`src/rtl/board_ctrl_unit.sv`:
```
// rtl/board_ctrl_unit.sv - front-panel switch conditioning, speed select and CPU tick generation (optional single-step: BOARD_CTRL_STEP_EN)
module board_ctrl_unit #(
    parameter int SW_W            = 16,
    parameter int BASE_PERIOD     = 100000000,
    parameter int NUM_SPEEDS      = 4,
    parameter int DEBOUNCE_CYCLES = 1000000,
    parameter int OP_W            = 3,
    parameter int ADDR_W          = 10,
    localparam int SPD_W          = (NUM_SPEEDS > 1) ? $clog2(NUM_SPEEDS) : 1
) (
    input  logic              clk,
    input  logic              rst_n,
    input  logic [SW_W-1:0]   sw,
    output logic              tick,
    output logic              go,
    output logic              cpu_rst,
    output logic [SPD_W-1:0]  speed_idx,
    output logic [OP_W-1:0]   display_op,
    output logic [ADDR_W-1:0] ram_display_addr
);

    // Longest period is the slowest speed; the tick counter must hold its terminal value.
    localparam longint MAX_PERIOD = longint'(BASE_PERIOD) << (NUM_SPEEDS - 1);
    localparam int     CNT_W      = (MAX_PERIOD > 1) ? $clog2(MAX_PERIOD) : 1;
    localparam int     DEB_W      = (DEBOUNCE_CYCLES > 1) ? $clog2(DEBOUNCE_CYCLES) : 1;

    // Switch bit positions
    localparam int BIT_GO    = 0;
    localparam int BIT_RST   = 1;
    localparam int BIT_STEP  = 2;
    localparam int BIT_OP    = 3;
    localparam int BIT_ADDR  = 3 + OP_W;

    logic [SW_W-1:0]  sync1_q;
    logic [SW_W-1:0]  sync2_q;
    logic [SW_W-1:0]  sample_q;
    logic [SW_W-1:0]  deb_q;
    logic [SW_W-1:0]  deb_d;
    logic [DEB_W-1:0] sample_cnt_q;
    logic             sample_wrap;

    logic             step_prev_q;
    logic             step_rise;
    logic             single_step;
    logic             speed_step;
    logic [SPD_W-1:0] speed_q;
    logic [SPD_W-1:0] speed_d;
    logic [CNT_W-1:0] cnt_q;
    logic [CNT_W-1:0] term_cnt;
    logic             tick_q;

    // Two-flop synchroniser on the whole raw switch bus
    always_ff @(posedge clk or negedge rst_n) begin
        if (!rst_n) begin
            sync1_q <= '0;
            sync2_q <= '0;
        end else begin
            sync1_q <= sw;
            sync2_q <= sync1_q;
        end
    end

    assign sample_wrap = (sample_cnt_q == DEB_W'(DEBOUNCE_CYCLES - 1));

    // A debounced bit follows the synced bus only when two consecutive samples agree
    always_comb begin
        deb_d = deb_q;
        if (sample_wrap) begin
            for (int i = 0; i < SW_W; i++) begin
                if (sync2_q[i] == sample_q[i]) begin
                    deb_d[i] = sync2_q[i];
                end
            end
        end
    end

    // Sample interval counter, sample capture and debounced register
    always_ff @(posedge clk or negedge rst_n) begin
        if (!rst_n) begin
            sample_cnt_q <= '0;
            sample_q     <= '0;
            deb_q        <= '0;
        end else begin
            if (sample_wrap) begin
                sample_cnt_q <= '0;
                sample_q     <= sync2_q;
            end else begin
                sample_cnt_q <= sample_cnt_q + DEB_W'(1);
            end
            deb_q <= deb_d;
        end
    end

    assign go               = deb_q[BIT_GO];
    assign cpu_rst          = deb_q[BIT_RST];
    assign display_op       = deb_q[BIT_OP +: OP_W];
    assign ram_display_addr = deb_q[BIT_ADDR +: ADDR_W];

    assign step_rise = deb_q[BIT_STEP] & ~step_prev_q;

`ifdef BOARD_CTRL_STEP_EN
    // While paused and out of reset the step switch issues one tick instead of changing speed.
    assign single_step = step_rise & ~go & ~cpu_rst;
`else
    assign single_step = 1'b0;
`endif

    assign speed_step = step_rise & ~single_step;
    assign speed_d    = (speed_q == SPD_W'(NUM_SPEEDS - 1)) ? '0 : speed_q + SPD_W'(1);
    assign term_cnt   = CNT_W'((64'(BASE_PERIOD) << speed_q) - 64'd1);

    // Speed select and tick generation; a speed change outranks reset hold and terminal count
    always_ff @(posedge clk or negedge rst_n) begin
        if (!rst_n) begin
            step_prev_q <= 1'b0;
            speed_q     <= '0;
            cnt_q       <= '0;
            tick_q      <= 1'b0;
        end else begin
            step_prev_q <= deb_q[BIT_STEP];
            if (speed_step) begin
                speed_q <= speed_d;
                cnt_q   <= '0;
                tick_q  <= 1'b0;
            end else if (cpu_rst) begin
                cnt_q  <= '0;
                tick_q <= 1'b0;
            end else if (go) begin
                if (cnt_q == term_cnt) begin
                    cnt_q  <= '0;
                    tick_q <= 1'b1;
                end else begin
                    cnt_q  <= cnt_q + CNT_W'(1);
                    tick_q <= 1'b0;
                end
            end else begin
                tick_q <= single_step;
            end
        end
    end

    assign tick      = tick_q;
    assign speed_idx = speed_q;

endmodule

```
`config.mk`:
```
export PLATFORM = sky130hd
export DESIGN_NAME = board_ctrl_unit
export DESIGN_NICKNAME = d
export VERILOG_FILES = /design/src/rtl/board_ctrl_unit.sv
export SDC_FILE = /design/constraint.sdc
export NUM_CORES = 1
export LEC_CHECK = 0
export CORE_MARGIN = 3
export CORE_UTILIZATION = 35
export DETAILED_ROUTE_END_ITERATION = 6
export PLACE_DENSITY = 0.58
export SYNTH_ARGS = -nofsm -noshare
export SYNTH_HDL_FRONTEND = slang
export SYNTH_SLANG_ARGS = --single-unit
```
`constraint.sdc`:
```
create_clock -name clk -period 7.85 [get_ports clk]
set_input_delay 1.1775 -clock clk [delete_from_list [all_inputs] [get_ports clk]]
set_output_delay 1.1775 -clock clk [all_outputs]
set_load 0.1 [all_outputs]
```
# Yosys cells after proc, flatten, opt, wreduce, memory -nomap -nowiden
# Cells that the tools add are included.
# W data, S select, Z words.
[word_totals]
output_inout_bits = 18
latchBits = 0
ram_bits = 0
word_cells = 77
mem_bits_ro = 0
register_bits = 118
mem_count = 0
inputBits = 18
[op_classes]
muxes = 10
n_div = 0
n_eq_ne = 19
n_lt_le_gt_ge = 0
add_sub_neg = 4
shifts = 1
reduce_logical = 17
bitwise_logic = 2
multipliers = 0
[ops]
columns = ["op", "n"]
rows = [
  ["$mux W30", 4],
  ["$reduce_and A2 Y1", 16],
  ["$add A30 B1 Y30 const B", 1],
  ["$eq A30 B30 Y1", 1],
  ["$shl A27 B2 Y30 const A", 1],
  ["$sub A30 B1 Y30 const B", 1],
  ["$add A20 B1 Y20 const B", 1],
  ["$eq A20 B20 Y1 const B", 1],
  ["$mux W20", 1],
  ["$eq A1 B1 Y1", 16],
  ["$mux W1", 4],
  ["$reduce_bool A3 Y1", 1],
  ["$add A2 B1 Y2 const B", 1],
  ["$eq A2 B2 Y1 const B", 1],
  ["$mux W2", 1],
  ["$and A1 B1 Y1", 1],
  ["$not A1 Y1", 1],
]

# Depth between registers and ports, before layout
# Gate-level depths: netlist (run 1).
[logic_depth]
ltp_word = 7
mapped_depth = 12
mapped_depth_nobuf = 10

# Worst setup path before layout (run 1)
# Ideal clock, no wire load.
[synth_path]
kind = "flip-flop to flip-flop"
from = "reg speed_q[0], in the netlist speed_idx[0]"
to = "reg cnt_q[15]"
path_stages_with_launch = 12
n_path_buf = 1
required_time_ns = 7.724
slack_ns = 4.611
arrival_ns = 3.113
setup_time_ns = 0.126
period_less_slack_ns = 3.239
path_cell_list = "dfrtp_1 -> inv_1 -> ha_1 -> buf_2 -> inv_1 -> ha_1 -> xor2_1 -> nand2_1 -> a2111oi_2 -> nand3_2 -> and4b_1 -> a221o_1"
[synth_between]
elab_chain_len = 7
[synth_lines]
columns = ["element", "line", "rtl"]
rows = [
  ["start, declared", "46", "logic [SPD_W-1:0] speed_q;"],
  ["start signal, assigned", "122", "speed_q <= speed_d;"],
  ["$shl A27 B2 Y30", "110", "assign term_cnt = CNT_W'((64'(BASE_PERIOD) << speed_q) - 64'd1);"],
  ["$sub A30 B1 Y30", "110", ""],
  ["$eq A30 B30 Y1", "129", "if (cnt_q == term_cnt) begin"],
  ["$mux W30", "129", ""],
  ["$mux W30", "128", "end else if (go) begin"],
  ["$mux W30", "125", "end else if (cpu_rst) begin"],
  ["$mux W30", "121", "if (speed_step) begin"],
  ["end signal, assigned", "133", "cnt_q <= cnt_q + CNT_W'(1);"],
  ["end, declared", "48", "logic [CNT_W-1:0] cnt_q;"],
]
# Every way passes these cells. The select of a mux whose other input is x is not followed.
# A chain may end at the register's enable or synchronous reset.

# Worst setup path in the final report (run 1)
[layout_path]
from = "reg speed_q[0], in the netlist speed_idx[0]"
to = "reg cnt_q[10]"
# The elaborated chain is that of the path after synthesis.

==> results of run 1 <==
worst max-delay path, cell delays in order (launching register included):
cell and delay [ps]:
dfrtp_1 500, inv_1 210, ha_1 350, inv_1 80, ha_1 310, xor2_1 190
nand2_1 90, a2111oi_2 330, nand3_2 630, nand2_1 760, o311ai_0 250
cells by family after synthesis:
group,count (synthesis),share of synthesized area
AOI/OAI and AO/OA,115,0.125
xor gates and xnor gates,32,0.0512
adders and majority gates,11,0.0251
buffers and inverters,66,0.0585
DFF,118,0.539
muxes,3,0.00548
and+or+nand+nor,203,0.195
layout by cell type, fill, tap and decap left out, types with 3 or more instances in the layout:
master | Yosys | routed
a21oi_1 | 26 | 26
a31oi_1 | 5 | 5
and3_1 | 8 | 8
and4_1 | 3 | 3
buf_4 | 15 | 3
bufinv_16 | 0 | 3
clkbuf_16 | 0 | 17
clkbuf_8 | 0 | 4
clkdlybuf4s50_1 | 0 | 34
clkinvlp_4 | 0 | 3
dfrtp_1 | 118 | 118
ha_1 | 11 | 11
inv_1 | 27 | 27
mux2i_1 | 3 | 3
nand2_1 | 62 | 62
nand2b_1 | 6 | 6
nand3_1 | 28 | 28
nand4_1 | 36 | 36
nor2_1 | 30 | 28
nor2b_1 | 3 | 3
nor3_1 | 5 | 5
nor4b_1 | 3 | 3
o21ai_0 | 54 | 54
o21ai_1 | 4 | 4
o311ai_0 | 6 | 6
o311ai_1 | 8 | 8
or3_1 | 3 | 3
xnor2_1 | 12 | 12
xor2_1 | 20 | 20
synthesized netlist by cell type, drive strengths merged:
cell	count
or3b	1
nor4	3
o2111ai	1
and4b	1
inv	27
a2111oi	3
mux2i	3
dfrtp	118
o22ai	1
nor2b	3
and4	3
or4	1
and2	2
nand3b	2
o31ai	1
nor3	6
a21oi	26
o21ai	58
o21a	1
xnor2	12
nand2b	6
or3	3
a31oi	5
or2	2
clkbuf	10
nor4b	3
and3	8
xor2	20
o211ai	2
o311ai	14
nor2	30
nand4b	1
a32o	1
a221o	1
nand2	62
nand3	29
nand4	37
ha	11
buf	29
a2bb2oi	1
per-stage QoR:
step / hold WS [ps] / total power [mW] / area, um^2 / setup slack (ps)
5_1_grt: 349 / 1.50 / 6520 / 3710
3_3_place_gp: 332 / 0.652 / 5890 / 4250
4_1_cts: 347 / 1.47 / 6520 / 3990
6_report: 346 / 1.45 / 6520 / 3970
3_5_place_dp: 335 / 0.653 / 5890 / 4010
2_1_floorplan: 331 / 0.631 / 5480 / 4610
worst max-delay path by stage:
stage	from	to	slack, ps
2_1_floorplan	speed_idx[0]$_DFFE_PN0P_	cnt_q[15]$_DFFE_PN0P_	4610
3_3_place_gp	speed_idx[0]$_DFFE_PN0P_	cnt_q[12]$_DFFE_PN0P_	4250
3_5_place_dp	speed_idx[0]$_DFFE_PN0P_	cnt_q[10]$_DFFE_PN0P_	4010
4_1_cts	speed_idx[0]$_DFFE_PN0P_	cnt_q[10]$_DFFE_PN0P_	3990
5_1_grt	speed_idx[0]$_DFFE_PN0P_	cnt_q[12]$_DFFE_PN0P_	3710
6_report	speed_idx[0]$_DFFE_PN0P_	cnt_q[10]$_DFFE_PN0P_	3970
registers in the layout, indices dropped and copies added (netlist names):
signal and count:
cnt_q 30, deb_q 16, sample_cnt_q 20, sample_q 16, speed_idx 2, step_prev_q 1
sync1_q 16, sync2_q 16, tick 1
final cells by class:
class	instances	area [um^2]
multi-input combinational	364	2210
fill	1460	8740
clock buffer	22	484
inverter	27	101
tap	211	264
timing repair buffer	37	363
clock inverter	10	144
sequential	118	2950
power by group through the flow:
| stage | Clock [mW] | Combinational [mW] | Sequential [mW] |
|---|---|---|---|
| floorplan | 0 | 0.000195 | 0.631 |
| global placement | 0 | 0.0211 | 0.631 |
| detailed placement | 0 | 0.0210 | 0.632 |
| CTS | 0.827 | 0.0211 | 0.621 |
| global route | 0.856 | 0.0230 | 0.622 |
| finish | 0.805 | 0.0197 | 0.621 |
metal layers:
| layer | track usage | up-vias | wire length (um) |
|---|---|---|---|
| met5 | 0 | - | 0 |
| met4 | 0.0508 | 0 | 138 |
| met3 | 0.0523 | 11 | 488 |
| met2 | 0.216 | 67 | 5210 |
| met1 | 0.196 | 1992 | 5380 |
| li1 | - | 1965 | - |
==> run summary, run 1 <==
status - finished, final reports clean
fin crit share - 0.494
clock share of power - 0.557
start point of the worst hold path - sync1_q[8]$_DFF_PN0_
critical path startpoint category - flip-flop
Sw Ratio - 0.199
Initial Utilization - 0.359
io pins - 36
Max Clk Rate - 0.258 GHz
layout cells sized above 1 - 0.0779
reg-to-reg slack, setup - 3970 ps
initial antenna violation count - 0
WHS Endpoint - sync2_q[8]$_DFF_PN0_
Initial DRC Count - 206
Setup Crit Path Kind - reg -> reg
GRT Total Usage - 0.145
YS warnings - 0
First-pass DRT Iterations - 4
Final GP Congestion - 0.928
nets@finish - 594
Seq/Total Area, Yosys - 0.539
reg2reg start - speed_idx[0]$_DFFE_PN0P_
WL/cell - 14.2 um
critical path arrival - 4120 ps
Cell Int Power - 1.16 mW
reg2reg end - cnt_q[10]$_DFFE_PN0P_
Worst Max-Slew Pin Slew - 1150 ps
CTS Sinks - 118
vias in the first global route - 4004
Net Count, Synth - 577
max_slew headroom - 0.234
crit path time final - 3880 ps
Yosys top cell area share - 0.539
root buf cell - clkbuf_16
VDD IR max - 0.211 mV
switching pwr - 0.287 mW
RSZ-0062 raised after global routing - false
final setup TNS - 0 ps
die span in x - 131 um
post-detailed-route count of antenna-violating nets - 0
largest net degree at the start of global routing - 62
skew final - 14.6 ps
Max Cap Viol - 0
CTS Buf Count - 17
Synth Instances - 548
die height - 131 um
Core Util, Final - 0.427
grt total ovfl - 0
Hold Buf Count CTS - 0
Reg2Reg Depth - 10
Layout area overhead - 19.1%
port bufs - 35
Clk Latency, worst-skew pair - 410 ps
Core Area - 15300 um^2
worst-path fanout max - 32
power share of the combinational group - 0.014
DR vias - 4035
# rows - 45
area of the mapped netlist - 5480 um^2
first-pass GRT wire length - 19600 um
Setup Fix Bufs, Post-CTS - 0
Hold Vio Cnt, Final - 0
dpl cells - 757
largest area contributor in the synthesized netlist - dfrtp_1
syn avg cell area - 9.99 um^2
sequential power share - 0.430
Req. time, crit path - 8090 ps
ANT cells - 0
CP Capture Type - flip-flop
CTS tree - built
clk buf depth - 2
HP Class - reg -> reg
Via density - 5.11
final wirelength - 11200 um
Leak Pwr - 2.68 nW
hold depth - 0
post-DP HPWL - 7270 um
power per cell area - 222 nW/um^2
DRC viols - 0
Worst-path clk slew - 60 ps
H-Tree Depth - 4
Seq cells post-synth - 118
Slew Limit Fails - 0
final std cells w/o fill - 789
main area contributors after synthesis - dfrtp_1 54%, o21ai_0 4.9%, nand2_1 4.3%
Resize count post-CTS - 0
die area - 17200 um^2
Yosys cell types - 50
setup violators final - 0
No activity file was read; power rests on OpenSTA's default activity.
==> inputs of run 2 (changes only) <==
- clock period: 7.85 -> 3.9 ns (I/O delays scaled with it)
==> run 2 against run 1 <==
Net effect:
- worst setup slack got worse by 3100 ps
- sequential power rose by 100%
- worst hold slack got worse by 75 ps
- global-route usage barely moved
- cell count rose by 0.89%
==> run summary, run 2 (synthesized netlist as in run 1, its figures left out) <==
final std cells w/o fill - 796 (+0.89%)
Final GP Congestion - 0.971 (+4.7%)
dpl cells - 764 (+0.92%)
status - finished, final reports clean
Core Util, Final - 0.432 (+0.00426)
final wirelength - 11400 um (+1.3%)
layout cells sized above 1 - 0.0906 (+0.0127)
Core Area - 15300 um^2 (unchanged)
Leak Pwr - 2.73 nW (+1.8%)
crit-path max cell delay - 500 ps (-260 ps)
post-detailed-route count of antenna-violating nets - 0 (unchanged)
HP Class - in -> async
WL/cell - 14.3 um (+0.40%)
final setup margin - 823 ps (-3150 ps)
Most flops, register - cnt_q
Reg2Reg Depth - 11 (+1)
Crit path buffers/inverters - 3 (+1)
setup violators final - 0 (unchanged)
Max Clk Rate - 0.325 GHz (+26%)
Crit-path slowest cell - dfrtp_1
First-pass DRT Iterations - 5 (+1)
Max Cap Viol - 0 (unchanged)
CP Depth - 11 (+1)
Initial DRC Count - 309 (+50%)
die span in x - 131 um (unchanged)
Req. time, crit path - 4170 ps (-3920 ps)
Slew Limit Fails - 0 (unchanged)
switching pwr - 0.636 mW (+120%)
power per cell area - 453 nW/um^2 (+100%)
most common cell after layout, fill and taps aside - dfrtp_1
ANT cells - 0 (unchanged)
Worst-path clk slew - 60 ps (about the same)
Cell Int Power - 2.35 mW (+100%)
reg2reg end - cnt_q[16]$_DFFE_PN0P_
Via density - 5.19 (+1.5%)
Setup Fix Bufs, Post-CTS - 0 (unchanged)
power share of the combinational group - 0.014 (about the same)
H-Tree Depth - 4 (unchanged)
CTS Buf Count - 17 (unchanged)
final setup TNS - 0 ps (unchanged)
Hold Buf Count CTS - 0 (unchanged)
Initial Utilization - 0.359 (unchanged)
initial antenna violation count - 0 (unchanged)
critical path startpoint category - flip-flop
Hold Vio Cnt, Final - 0 (unchanged)
CP Capture Type - flip-flop
clock share of power - 0.567 (+0.010)
largest registers - cnt_q (30), sample_cnt_q (20)
GRT Total Usage - 0.145 (+0.000184)
Post-Place Setup Slack - 844 ps (-3160 ps)
critical path arrival - 3340 ps (-780 ps)
DRC viols - 0 (unchanged)
commonest cells after routing, fill and taps aside - 118 x dfrtp_1, 62 x nand2_1, 54 x o21ai_0, 36 x nand4_1, 34 x clkdlybuf4s50_1
Sw Ratio - 0.213 (+0.0145)
skew final - 6.82 ps (-7.79 ps)
die area - 17200 um^2 (unchanged)
die height - 131 um (unchanged)
number of flip-flops in the largest register - 30 (unchanged)
port bufs - 35 (unchanged)
Worst Max-Slew Pin Slew - 1020 ps (-124 ps)
Layout area overhead - 20.3%
Resize count post-CTS - 0 (unchanged)
CTS Sinks - 118 (unchanged)
CP top delay family - adder cells
CTS tree - built
Setup Crit Path Kind - reg -> reg
nets@finish - 601 (+1.2%)
fin crit share - 0.789 (+0.295)
CP cell instances - inv_1, ha_1, inv_1, ha_1, xor2_1, nand2_1, a2111oi_2, nand3_2, buf_4, nand4_1, o311ai_0
DR vias - 4131 (+2.4%)
vias in the first global route - 4089 (+2.1%)
worst-path fanout max - 17 (-47%)
Clk Latency, worst-skew pair - 410 ps (about the same)
clk buf depth - 2 (unchanged)
# rows - 45 (unchanged)
io pins - 36 (unchanged)
first-pass GRT wire length - 19800 um (+1.2%)
worst hold slack - 270 ps (-75.2 ps)
reg2reg start - speed_idx[0]$_DFFE_PN0P_
RSZ-0062 raised after global routing - false
VDD IR max - 0.382 mV (+81%)
reg-to-reg slack, setup - 820 ps (-3150 ps)
crit path time final - 3080 ps (-804 ps)
sequential power share - 0.419 (-0.011)
grt total ovfl - 0 (unchanged)
post-DP HPWL - 7500 um (+3.2%)
root buf cell - clkbuf_16
max_slew headroom - 0.317 (+0.0835)
largest net degree at the start of global routing - 64 (+3.2%)
run 2: changes by cell type in the layout (fill, tap and decap cells not counted):
| cell | before | now |
|---|---|---|
| buf_4 | 3 | 10 |
| inv_6 | 1 | 6 |
| inv_8 | 0 | 1 |
| clkbuf_8 | 4 | 0 |
| clkinv_4 | 2 | 3 |
| bufinv_16 | 3 | 4 |
| clkbuf_1 | 1 | 0 |
| clkinvlp_4 | 3 | 0 |
run 2: cell type report:
cell class / instances / area (um^2)
clock buffers: 17 / 425
clock inverters: 15 / 215
fillers: 1436 / 8670
inverters: 27 / 101
multi-input cells: 364 / 2210
flip-flops and latches: 118 / 2950
well taps: 211 / 264
repair buffers: 44 / 415
run 2: worst max-delay path by stage:
stage | to | startpoint | slack (ps)
after CTS | cnt_q[16]$_DFFE_PN0P_ | speed_idx[0]$_DFFE_PN0P_ | 810
after detailed placement | cnt_q[16]$_DFFE_PN0P_ | speed_idx[0]$_DFFE_PN0P_ | 840
after global routing | cnt_q[16]$_DFFE_PN0P_ | speed_idx[0]$_DFFE_PN0P_ | 530
after global placement | cnt_q[15]$_DFFE_PN0P_ | speed_idx[0]$_DFFE_PN0P_ | 950
final | cnt_q[16]$_DFFE_PN0P_ | speed_idx[0]$_DFFE_PN0P_ | 820
after floorplan | cnt_q[15]$_DFFE_PN0P_ | speed_idx[0]$_DFFE_PN0P_ | 660
run 2: power groups by stage:
| stage | Combinational [mW] | Sequential, mW | Clock, mW |
|---|---|---|---|
| global placement | 0.0441 | 1.27 | 0 |
| finish | 0.0420 | 1.25 | 1.69 |
| floorplan | 0.000391 | 1.27 | 0 |
| detailed placement | 0.0448 | 1.27 | 0 |
| CTS | 0.0452 | 1.25 | 1.73 |
| global route | 0.0489 | 1.25 | 1.78 |
run 2: metrics by stage:
step                power (mW)  cell area, um^2
floorplan                 1.27             5480
global placement          1.31             5950
detailed placement        1.32             5950
CTS                       3.02             6590
global route              3.08             6590
finish                    2.98             6590
run 2: metal layers:
layer	global-route usage	routed length, um
met1	0.197	5340
met2	0.224	5450
met3	0.0361	473
met4	0.0581	102
met5	0	0
